## config.mk

```make
export PLATFORM = sky130hd
export DESIGN_NAME = pp_sum_norm
export DESIGN_NICKNAME = d
export VERILOG_FILES = /design/src/rtl/pp_sum_norm.sv
export SDC_FILE = /design/constraint.sdc
export NUM_CORES = 1
export LEC_CHECK = 0
export ABC_AREA = 1
export BUFFER_PORTS_ARGS = -buffer_cell sky130_fd_sc_hd__clkbuf_2
export CORE_ASPECT_RATIO = 0.7
export CORE_MARGIN = 3
export CORE_UTILIZATION = 23
export CTS_BUF_LIST = sky130_fd_sc_hd__clkbuf_4
export DETAILED_ROUTE_END_ITERATION = 8
export HOLD_SLACK_MARGIN = 0.06
export PLACE_DENSITY_LB_ADDON = 0.3
export SYNTH_ARGS = -nofsm -noshare
export SYNTH_HDL_FRONTEND = slang
export SYNTH_SLANG_ARGS = --single-unit
```

## constraint.sdc

```tcl
create_clock -name clk -period 12.6 [get_ports clk]
set_input_delay 2.52 -clock clk [delete_from_list [all_inputs] [get_ports clk]]
set_output_delay 2.52 -clock clk [all_outputs]
set_load 0.005 [all_outputs]
```

## src/rtl/pp_sum_norm.sv

```systemverilog
// pp_sum_norm
//   Receives one registered set of NUM_PP unsigned partial products, plus the
//   result sign and the pre-normalization biased exponent. It adds the partial
//   products one per cycle into a PP_W-bit accumulator. It then normalizes and
//   rounds the sum and emits a packed IEEE-754 single-precision value. Only one
//   operation is in flight at a time.
//
//   Build option: define PP_SUM_RNE_EN to select round-to-nearest-even.
//   When it is not defined, the result is truncated. Latency is the same in
//   both builds.
//
//   Ports
//     clk        rising-edge clock
//     rst        asynchronous active-high reset
//     in_valid   operand set valid
//     in_ready   block idle and able to accept (decode of IDLE)
//     p0..p12    partial products, unsigned, PP_W bits
//     sign       result sign
//     expc       biased exponent before normalization (9 bits)
//     out_valid  result valid
//     out_ready  downstream accepts result
//     result     packed single-precision result
//     ovf        result saturated to infinity
module pp_sum_norm #(
    parameter int NUM_PP = 13,
    parameter int PP_W   = 49
) (
    input  logic            clk,
    input  logic            rst,
    input  logic            in_valid,
    output logic            in_ready,
    input  logic [PP_W-1:0] p0,
    input  logic [PP_W-1:0] p1,
    input  logic [PP_W-1:0] p2,
    input  logic [PP_W-1:0] p3,
    input  logic [PP_W-1:0] p4,
    input  logic [PP_W-1:0] p5,
    input  logic [PP_W-1:0] p6,
    input  logic [PP_W-1:0] p7,
    input  logic [PP_W-1:0] p8,
    input  logic [PP_W-1:0] p9,
    input  logic [PP_W-1:0] p10,
    input  logic [PP_W-1:0] p11,
    input  logic [PP_W-1:0] p12,
    input  logic            sign,
    input  logic [8:0]      expc,
    output logic            out_valid,
    input  logic            out_ready,
    output logic [31:0]     result,
    output logic            ovf
);

    localparam int IDX_W = $clog2(NUM_PP);
    // Highest accumulator bit that normalization looks at. The top bit
    // (PP_W-1) is a wrap-around bit and is ignored.
    localparam int TOP   = PP_W - 2;

    typedef enum logic [1:0] {IDLE, ACC, NORM, OUT} state_t;

    state_t            state;
    logic [PP_W-1:0]   acc;
    logic [IDX_W-1:0]  idx;

    // Captured operands. This is data only, so it has no reset.
    logic [PP_W-1:0]   pp_q [NUM_PP];
    logic              sign_q;
    logic [8:0]        expc_q;

    // Normalization / rounding datapath (combinational, used in NORM)
    logic              acc_zero;
    logic [22:0]       mant;
    logic              guard;
    logic              sticky;
    logic [9:0]        e_pre;
    logic [9:0]        e_post;
    logic [23:0]       mant_rnd;
    logic [32:0]       norm_word;
    logic              unused_ok;

    // Returns {carry, mantissa}. A carry means the mantissa wrapped to zero.
    function automatic logic [23:0] round_mant(input logic [22:0] m,
                                               input logic        g,
                                               input logic        s);
`ifdef PP_SUM_RNE_EN
        return {1'b0, m} + {23'd0, g & (s | m[0])};
`else
        logic unused_rnd;
        unused_rnd = g ^ s;
        return {1'b0, m};
`endif
    endfunction

    // Returns {ovf, packed result}. The exponent is given after rounding,
    // in 10 bits, so that overflow past 255 can be seen.
    function automatic logic [32:0] pack(input logic        s,
                                         input logic        zero,
                                         input logic [9:0]  e,
                                         input logic [22:0] m);
        if (zero)
            return {1'b0, s, 31'd0};
        if (e >= 10'd255)
            return {1'b1, s, 8'hFF, 23'd0};
        if (e == 10'd0)
            return {1'b0, s, 31'd0};
        return {1'b0, s, e[7:0], m};
    endfunction

    assign in_ready  = (state == IDLE);
    assign unused_ok = acc[PP_W-1];

    always_comb begin
        acc_zero = (acc[TOP:0] == '0);
        if (acc[TOP]) begin
            mant   = acc[TOP-1:TOP-23];
            guard  = acc[TOP-24];
            sticky = |acc[TOP-25:0];
            e_pre  = {1'b0, expc_q} + 10'd1;
        end else begin
            // A leading bit below TOP-1 gets no extra shift. The value is
            // taken as it stands.
            mant   = acc[TOP-2:TOP-24];
            guard  = acc[TOP-25];
            sticky = |acc[TOP-26:0];
            e_pre  = {1'b0, expc_q};
        end
        mant_rnd  = round_mant(mant, guard, sticky);
        e_post    = e_pre + {9'd0, mant_rnd[23]};
        norm_word = pack(sign_q, acc_zero, e_post, mant_rnd[22:0]);
    end

    // Operand capture on acceptance
    always_ff @(posedge clk) begin
        if (state == IDLE && in_valid) begin
            pp_q[0]  <= p0;
            pp_q[1]  <= p1;
            pp_q[2]  <= p2;
            pp_q[3]  <= p3;
            pp_q[4]  <= p4;
            pp_q[5]  <= p5;
            pp_q[6]  <= p6;
            pp_q[7]  <= p7;
            pp_q[8]  <= p8;
            pp_q[9]  <= p9;
            pp_q[10] <= p10;
            pp_q[11] <= p11;
            pp_q[12] <= p12;
            sign_q   <= sign;
            expc_q   <= expc;
        end
    end

    // Control FSM with accumulator and registered outputs
    always_ff @(posedge clk or posedge rst) begin
        if (rst) begin
            state     <= IDLE;
            acc       <= '0;
            idx       <= '0;
            result    <= '0;
            ovf       <= 1'b0;
            out_valid <= 1'b0;
        end else begin
            case (state)
                IDLE: begin
                    if (in_valid) begin
                        acc   <= '0;
                        idx   <= '0;
                        state <= ACC;
                    end
                end
                ACC: begin
                    acc <= acc + pp_q[idx];
                    idx <= idx + 1'b1;
                    if (idx == IDX_W'(NUM_PP - 1))
                        state <= NORM;
                end
                NORM: begin
                    {ovf, result} <= norm_word;
                    out_valid     <= 1'b1;
                    state         <= OUT;
                end
                OUT: begin
                    if (out_ready) begin
                        out_valid <= 1'b0;
                        state     <= IDLE;
                    end
                end
                default: state <= IDLE;
            endcase
        end
    end

endmodule

```

## Yosys cells after proc, flatten, opt, wreduce, memory -nomap -nowiden

Memory sizes are Yosys's and may differ from the RTL's.
Index checks and enable logic that the tools add are counted.

| operators by class | value |
|---|---|
| $add $sub $neg | 3 |
| $lt $le $gt $ge | 1 |
| eq/ne operators | 7 |
| muxes and demuxes | 26 |
| reductions and logical operators | 9 |

Operators with widths:

| operator | count |
|---|---|
| $mux 33 | 6 |
| $pmux 49 s2 | 1 |
| $add 49x49->49 | 1 |
| $mux 49 | 1 |
| $logic_not 48->1 | 1 |
| $mux 23 | 1 |
| $add 9x1->10 const B | 1 |
| $ge 10x8->1 const B | 1 |
| $logic_not 10->1 | 1 |
| $mux 10 | 1 |
| $mux 1 | 9 |
| $pmux 2 s4 | 1 |
| $pmux 4 s2 | 1 |
| $mux 2 | 3 |
| $ne 2x2->1 const B | 3 |
| $add 4x1->4 const B | 1 |
| $eq 2x2->1 const B | 2 |
| $eq 4x4->1 const B | 1 |
| $mux 4 | 1 |
| $reduce_and 2->1 | 2 |
| $reduce_bool 2->1 | 2 |
| $reduce_and 3->1 | 1 |
| $eq 2x1->1 const B | 1 |
| $logic_not 2->1 | 1 |
| 2 further kinds | 2 |

| storage, ports and cells | value |
|---|---|
| register bits after elaboration | 99 |
| bits in writable memories | 637 |
| input bits | 651 |
| word-level logic and storage cells | 55 |
| memories | 1 |

Memories:

| name | words | bits a word | rd ports | clocked after memory_dff | wr ports | line | source |
|---|---|---|---|---|---|---|---|
| pp_q | 13 | 49 | 1 | 0 | 13 | 65 | `logic [PP_W-1:0] pp_q [NUM_PP];` |

## Logic depth before layout (Yosys ltp)

Gate-level depths: netlist of run 1.

| depth | value |
|---|---|
| word-level depth | 10 |
| gate-level depth with buffers | 22 |
| gate-level depth less buffers | 20 |

## Least setup slack after synthesis of run 1

Ideal clock, no wire load.

| timing path | value |
|---|---|
| path kind | in2reg |
| start point | in in_valid |
| end point | reg expc_q[0], enable pin |
| library setup time | 0.976 ns |
| arrival | 14.805 ns |
| path slack | -3.181 ns |
| stages on the path | 2 |
| buffers on the path | 0 |
| path through | nand2_1 inv_1 |

| on the way | value |
|---|---|
| longest elaborated chain between the ends | 1 |

RTL lines:

| item | line | source |
|---|---|---|
| start, declared | 30 | `input logic in_valid,` |
| $logic_and 1x1->1 | 133 | `if (state == IDLE && in_valid) begin` |
| end signal, assigned | 148 | `expc_q <= expc;` |
| end, declared | 67 | `logic [8:0] expc_q;` |

Every way passes these cells.
A chain may end at the register's enable or synchronous reset.

## Worst setup path in the final report of run 1

| timing path | value |
|---|---|
| start point | reg idx[0] |
| end point | reg acc[28] |

| on the way | value |
|---|---|
| longest elaborated chain between the ends | 3 |

RTL lines:

| item | line | source |
|---|---|---|
| start, declared | 62 | `logic [IDX_W-1:0] idx;` |
| start signal, assigned | 172 | `idx <= idx + 1'b1;` |
| $mem_v2 13x49 | -- |  |
| $add 49x49->49 | 171 | `acc <= acc + pp_q[idx];` |
| $pmux 49 s2 | 162 | `case (state)` |
| end signal, assigned | 171 |  |
| end, declared | 61 | `logic [PP_W-1:0] acc;` |

Every way passes these cells.

==> impl_metrics.tcl, run 1 <==
set metrics [dict create \
    syn_area_um2 32630 \
    fp.dieW_um 456.2 \
    final_util_pct 28.98 \
    io_buffers 672 \
    skew_ns 0.09014 \
    cap_violations 0 \
    ys_seq_area_share_pct 65.09 \
    synth_fp_nets 3822 \
    cts_made_buffers 188 \
    drive_gt1_share_pct 26.53 \
    layout_commonest_cell "clkbuf_2" \
    synthFlopType "edfxtp_1" \
    rows 114 \
    final_cell_mix "672 x clkbuf_2, 634 x edfxtp_1, 523 x nand2_1" \
    leakage_nw 16.36 \
    antenna_found_initial 42 \
    cts_resized 0 \
    cts_tree "built" \
    ir_worst_vdd_uv 107.9 \
    area_delta_synth_final_pct 23.86 \
    first_global_vias 25560 \
    cp-end-kind "flop" \
    clk-insertion-delay-late_ns 1.16 \
    fillers 14860 \
    powerDensity_nw_per_um2 263.4 \
    grt_usage_pct 16.57 \
    setup_viol 0 \
    via_count 26240 \
    rsz0062_at_grt "false" \
    dr.pass1.iters 5 \
    worst-path-max-fanout 71 \
    synthArstFlopShare_pct 12.19 \
    wirelength_mm 125.4 \
    synth_cell_types 46 \
    status "completed" \
    hpwlAfterDp_mm 91.49 \
    synthCells 3116 \
    synth_seq_cells 722 \
    vias_per_cell 4.462 \
    layout_min_cycle_time_ns 5.885 \
    drtAntennaViolNets 0 \
    hold_viol 0 \
    overflow 0 \
    holdBufCountCts 0 \
    timing.fmax_mhz 169.9 \
    post_cts_buffers 0 \
    layout.nets 4560 \
    grt_start_max_net_pins 173 \
    setup_tns_ns 0 \
    grt_pass1_wl_mm 176.0 \
    clock_path_buffers 3 \
    core-area_um2 139500 \
    crit_type "reg -> reg" \
    required_ns 13.63 \
    drtIter0Drc 2181 \
    drc 0 \
    gp_congestion 0.8961 \
    min_period_over_period_pct 46.70 \
    detailedPlace.worstSlack_ns 6.666 \
    cts.clk_slew.worst_paths_ns 0.07 \
    start_kind "flop" \
    pin_count 686 \
    hold_path.class "reg -> reg" \
    avgSynthCellArea_um2 10.47 \
    start_util_pct 23.39 \
    relSlewSlack_pct 13.68 \
    routedWlPerCell_um 21.33 \
    dieArea_um2 146500 \
    root_buffer "clkbuf_4" \
    synth_edf_count 634 \
    drv_slew 0 \
    yosysWarnings 0 \
    htreeDepth 4 \
    cp.arrival_ns 6.92 \
    max_slew.worst_pin.slew_ns 1.281 \
    fin_ws_ns 6.715 \
    chipHeight_um 321.2 \
    clock-sinks 722 \
]
-- layer usage --
layer / routed length (um) / GRT usage, % / vias up / share of wire (%)
li1: - / - / 12550 / -
met1: 53770 / 21.08 / 12580 / 43
met2: 59580 / 27.03 / 907 / 48
met3: 9163 / 4.972 / 187 / 7.3
met4: 2766 / 5.286 / 18 / 2.2
met5: 133 / 0 / - / 0.11
-- cell usage after synthesis, types with 2 or more instances --
master | number | area [um2]
edfxtp_1 | 634 | 19040
nand2_1 | 524 | 1967
nor2_1 | 464 | 1742
o21ai_0 | 428 | 2142
inv_1 | 269 | 1010
o22ai_1 | 142 | 888.4
clkbuf_1 | 117 | 439.2
nand3_1 | 105 | 525.5
dfrtp_1 | 88 | 2202
a21oi_1 | 59 | 295.3
ha_1 | 54 | 675.7
o221ai_1 | 28 | 245.2
nand4_1 | 23 | 143.9
o211ai_1 | 22 | 165.2
o21ai_1 | 22 | 110.1
buf_2 | 20 | 100.1
nand3_2 | 17 | 170.2
o21ai_2 | 15 | 131.4
nand3b_1 | 12 | 90.09
nor3_1 | 7 | 35.03
buf_1 | 6 | 22.52
o21bai_1 | 6 | 45.04
o32ai_1 | 5 | 43.79
or2_2 | 5 | 31.28
a21boi_0 | 4 | 30.03
buf_6 | 4 | 45.04
nand2_2 | 4 | 25.02
nor2_2 | 4 | 25.02
buf_4 | 3 | 22.52
inv_2 | 3 | 11.26
clkinv_1 | 2 | 7.510
nand2_4 | 2 | 22.52
nor2_4 | 2 | 22.52
nor4_1 | 2 | 12.51
xnor2_1 | 2 | 17.52
xor2_1 | 2 | 17.52
-- cell families after synthesis --
| kind of cell | share of synthesized area [%] |
|---|---|
| adders and majority gates | 2.132 |
| xor gates and xnor gates | 0.1074 |
| and+or+nand+nor | 14.83 |
| AOI/OAI and AO/OA | 12.63 |
| DFF | 65.09 |
| buffers and inverters | 5.214 |
-- stage by stage --
stage	cell area (um2)	hold WS (ns)	cells	power [mW]
floorplan	32640	0.4254	3116	6.700
global route	40400	0.4653	5874	11.49
global placement	37940	0.4422	5520	8.629
finish	40420	0.4467	5881	10.65
CTS	40340	0.4467	5851	10.80
detailed placement	37940	0.4591	5520	8.635
-- sequential cells by signal (all words and copies together) (netlist names) --
| name | flops |
|---|---|
| ovf | 1 |
| out_valid | 1 |
| state | 2 |
| acc | 48 |
| sign_q | 1 |
| idx | 4 |
| result | 32 |
| pp_q | 624 |
| expc_q | 9 |
-- worst max-delay path: stages (launching register included) --
cell and delay (ns):
dfrtp_4 0.71, buf_4 0.69, buf_4 0.71, o21ai_0 0.25, o221ai_1 0.46, o21ai_0 0.22
o22ai_1 0.32, ha_1 0.33, inv_1 0.08, fa_1 0.41, inv_1 0.16, nand3_1 0.11
nand2_1 0.20, nand2_1 0.10, nand2_1 0.14, nand2_1 0.07, nand2_1 0.28, nand2_1 0.12
nand2_1 0.09, nand2_1 0.05, nand3_1 0.08, o21ai_0 0.09
-- layout make-up --
cell class,instances,area (um2),area share [%]
Sequential cell,722,21250,52.58
Inverter,275,1057,2.616
Multi-Input combinational cell,1967,9697,23.99
Antenna cell,30,75.07,0.1857
Clock inverter,62,385.4,0.9534
Tap cell,1856,2322,5.745
Clock buffer,269,2019,4.996
Timing Repair Buffer,700,3611,8.934
-- power breakdown --
part	internal, mW	switching [mW]	total (mW)
combinational	1.42	3.73	5.16
clock	1.05	1.05	2.10
sequential	3.14	0.251	3.39
total	5.62	5.03	10.6
-- final timing paths --
path	slack (ns)	depth (start not counted)	endpoint	start
min	0.45	2	result[31]	sign_q
max in group asynchronous	9.71	3	idx[0]	rst
min in group asynchronous	1.45	2	result[1]	rst
max reg2reg	6.72	21	acc[28]	idx[0]
min reg2reg	0.45	2	result[31]	sign_q
max	6.72	21	acc[28]	idx[0]
Power figures use the tool's default switching activity.
==> inputs of run 2 (changes only) <==
==> constraint.sdc (replaced) <==
create_clock -name clk -period 5.9 [get_ports clk]
set_input_delay 1.18 -clock clk [delete_from_list [all_inputs] [get_ports clk]]
set_output_delay 1.18 -clock clk [all_outputs]
set_load 0.005 [all_outputs]
==> run 2 against run 1 <==
Sequential cell count unchanged; sequential share of layout area decreased by 6.2 points; non-clock buffer count increased by 533; die area unchanged; core utilization increased by 3.9 points; first-iteration DRC count increased by 2.5%; total power increased by 120%; sequential power increased by 110%; worst hold slack got worse by 0.26 ns; critical endpoint is now acc[44]; largest cell class unchanged; largest power group unchanged; highest routed layer unchanged.
==> impl_metrics.tcl, run 2 (same netlist as run 1, synthesis figures left out) <==
set metrics [dict create \
    grt_pass1_wl_mm 189.2 \
    status "completed" \
    ir_worst_vdd_uv 328.6 \
    routedWlPerCell_um 20.45 \
    clk-insertion-delay-late_ns 1.22 \
    wl_met1_mm 57.74 \
    timing.fmax_mhz 211.1 \
    rsz0062_at_grt "false" \
    cts.clk_slew.worst_paths_ns 0.07 \
    cap_violations 0 \
    worst-path-max-fanout 32 \
    core-area_um2 139500 \
    hold_path.class "in -> reg" \
    area_delta_synth_final_pct 40.39 \
    grt_usage_pct 17.48 \
    wl_met3_mm 7.783 \
    start_util_pct 23.39 \
    cp-end-kind "flop" \
    finalPower_mw 23.35 \
    cp-startpoint "idx[1]" \
    leakage_nw 18.64 \
    dr.pass1.iters 6 \
    start_kind "flop" \
    netSwitchingFraction_pct 46.58 \
    chipHeight_um 321.2 \
    dieArea_um2 146500 \
    drtAntennaViolNets 0 \
    r2r_start "idx[1]" \
    hold_viol 0 \
    layout_commonest_cell "clkbuf_2" \
    gp_congestion 0.8902 \
    skew_ns 0.08679 \
    largest_register_ffs 624 \
    htreeDepth 4 \
    drive_gt1_share_pct 24.10 \
    layout.nets 5092 \
    powerDensity_nw_per_um2 509.8 \
    cts_made_buffers 187 \
    hold-worst-slack_ns 0.1846 \
    top_layer "met5" \
    fp.dieW_um 456.2 \
    io_buffers 672 \
    met2WireLength_mm 62.52 \
    min_period_over_period_pct 80.28 \
    hp-start "p0[31]" \
    cts_tree "built" \
    hpwlAfterDp_mm 92.71 \
    required_ns 6.93 \
    regMostFlops "pp_q" \
    drc 0 \
    final_cell_mix "672 x clkbuf_2, 634 x edfxtp_1, 523 x nand2_1" \
    cp.arrival_ns 5.77 \
    power.share.sequential_pct 31.0 \
    relSlewSlack_pct 29.02 \
    top_regs "pp_q: 624 flops, acc: 48 flops, result: 32 flops" \
    power_frac_clock_pct 19.5 \
    setup_viol 0 \
    grt_start_max_net_pins 157 \
    via_count 28490 \
    fin_ws_ns 1.163 \
    comb_power_share_pct 49.4 \
    layout_min_cycle_time_ns 4.737 \
    drv_slew 0 \
    rows 114 \
    first_global_vias 28660 \
    power_switching_mw 10.88 \
    vias_per_cell 4.451 \
    pin_count 686 \
    clock_path_buffers 3 \
    antenna_found_initial 32 \
    clock-sinks 722 \
    internal_power_mw 12.47 \
    post_cts_buffers 0 \
    wirelength_mm 130.9 \
    crit_type "reg -> reg" \
    drtIter0Drc 2236 \
    overflow 0 \
    max_slew.worst_pin.slew_ns 1.063 \
    detailedPlace.worstSlack_ns 1.192 \
    root_buffer "clkbuf_4" \
]
[run 2: cell types whose count changed in the layout (fill, tap and decap cells not counted), moves of 2 or more]
cell	before	now
buf_12	3	12
clkbuf_4	269	267
bufinv_16	3	5
clkinv_2	13	9
inv_8	1	3
buf_4	25	46
dlygate4sd3_1	0	503
clkinv_1	37	26
[run 2: worst max-delay path, cell delays in order (launching register included)]
cell,delay (ns)
dfrtp_4,0.69
inv_4,0.39
o21ai_0,0.17
o221ai_1,0.39
o21ai_0,0.18
o22ai_1,0.39
ha_1,0.35
inv_1,0.08
fa_1,0.42
inv_1,0.14
nand3_1,0.11
nand2_1,0.20
nand2_1,0.10
nand2_1,0.13
nand2_1,0.06
nand2_1,0.29
nand2_1,0.14
nand3_1,0.11
nand2_1,0.05
nand3_1,0.07
nand2_1,0.05
[run 2: what timing repair did]
action	CTS	global route
endpoints found under the hold margin	535	0
resized for setup	0	0
hold buffers	503	0
[run 2: area by class of cell]
cell class                      count  area (um2)
Inverter                          275        1057
Multi-Input combinational cell   1967        9711
Fill cell                       14390       93680
Clock inverter                     51       406.6
Antenna cell                       30       75.07
Tap cell                         1856        2322
Timing Repair Buffer             1233        8984
Sequential cell                   722       21260
Clock buffer                      267        2004
[run 2: worst paths after layout]
kind / endpoint / slack (ns) / cells past startpoint
min in group asynchronous: result[2] / 0.68 / 3
max in group asynchronous: idx[2] / 4.16 / 4
max reg2reg: acc[44] / 1.16 / 20
max: acc[44] / 1.16 / 20
min: pp_q[0][31] / 0.18 / 1
min reg2reg: result[31] / 0.46 / 2
[run 2: metrics by stage]
stage | setup TNS [ns] | util [%] | instance area, um2 | instances
2_1_floorplan | -3351.60 | - | 32650 | 3116
3_3_place_gp | 0 | 27.45 | 38290 | 5550
3_5_place_dp | 0 | 27.45 | 38290 | 5550
4_1_cts | 0 | 32.79 | 45740 | 6371
5_1_grt | 0 | 32.83 | 45800 | 6393
6_report | 0 | 32.84 | 45820 | 6401
[run 2: power groups by stage]
stage                     Combinational (mW)  Clock (mW)  Sequential [mW]
after global placement                  11.3           0             7.34
after floorplan                         6.89           0             7.43
after detailed placement                11.3           0             7.35
final                                   11.5        4.56             7.25
after CTS                               11.6        4.72             7.25
after global routing                    12.9        5.02             7.34
[run 2: layer usage]
layer / GRT usage [%] / up-vias
met4: 4.879 / 6
met2: 28.78 / 993
met3: 3.965 / 211
met1: 23.07 / 13670
li1: - / 13610
met5: 0 / -
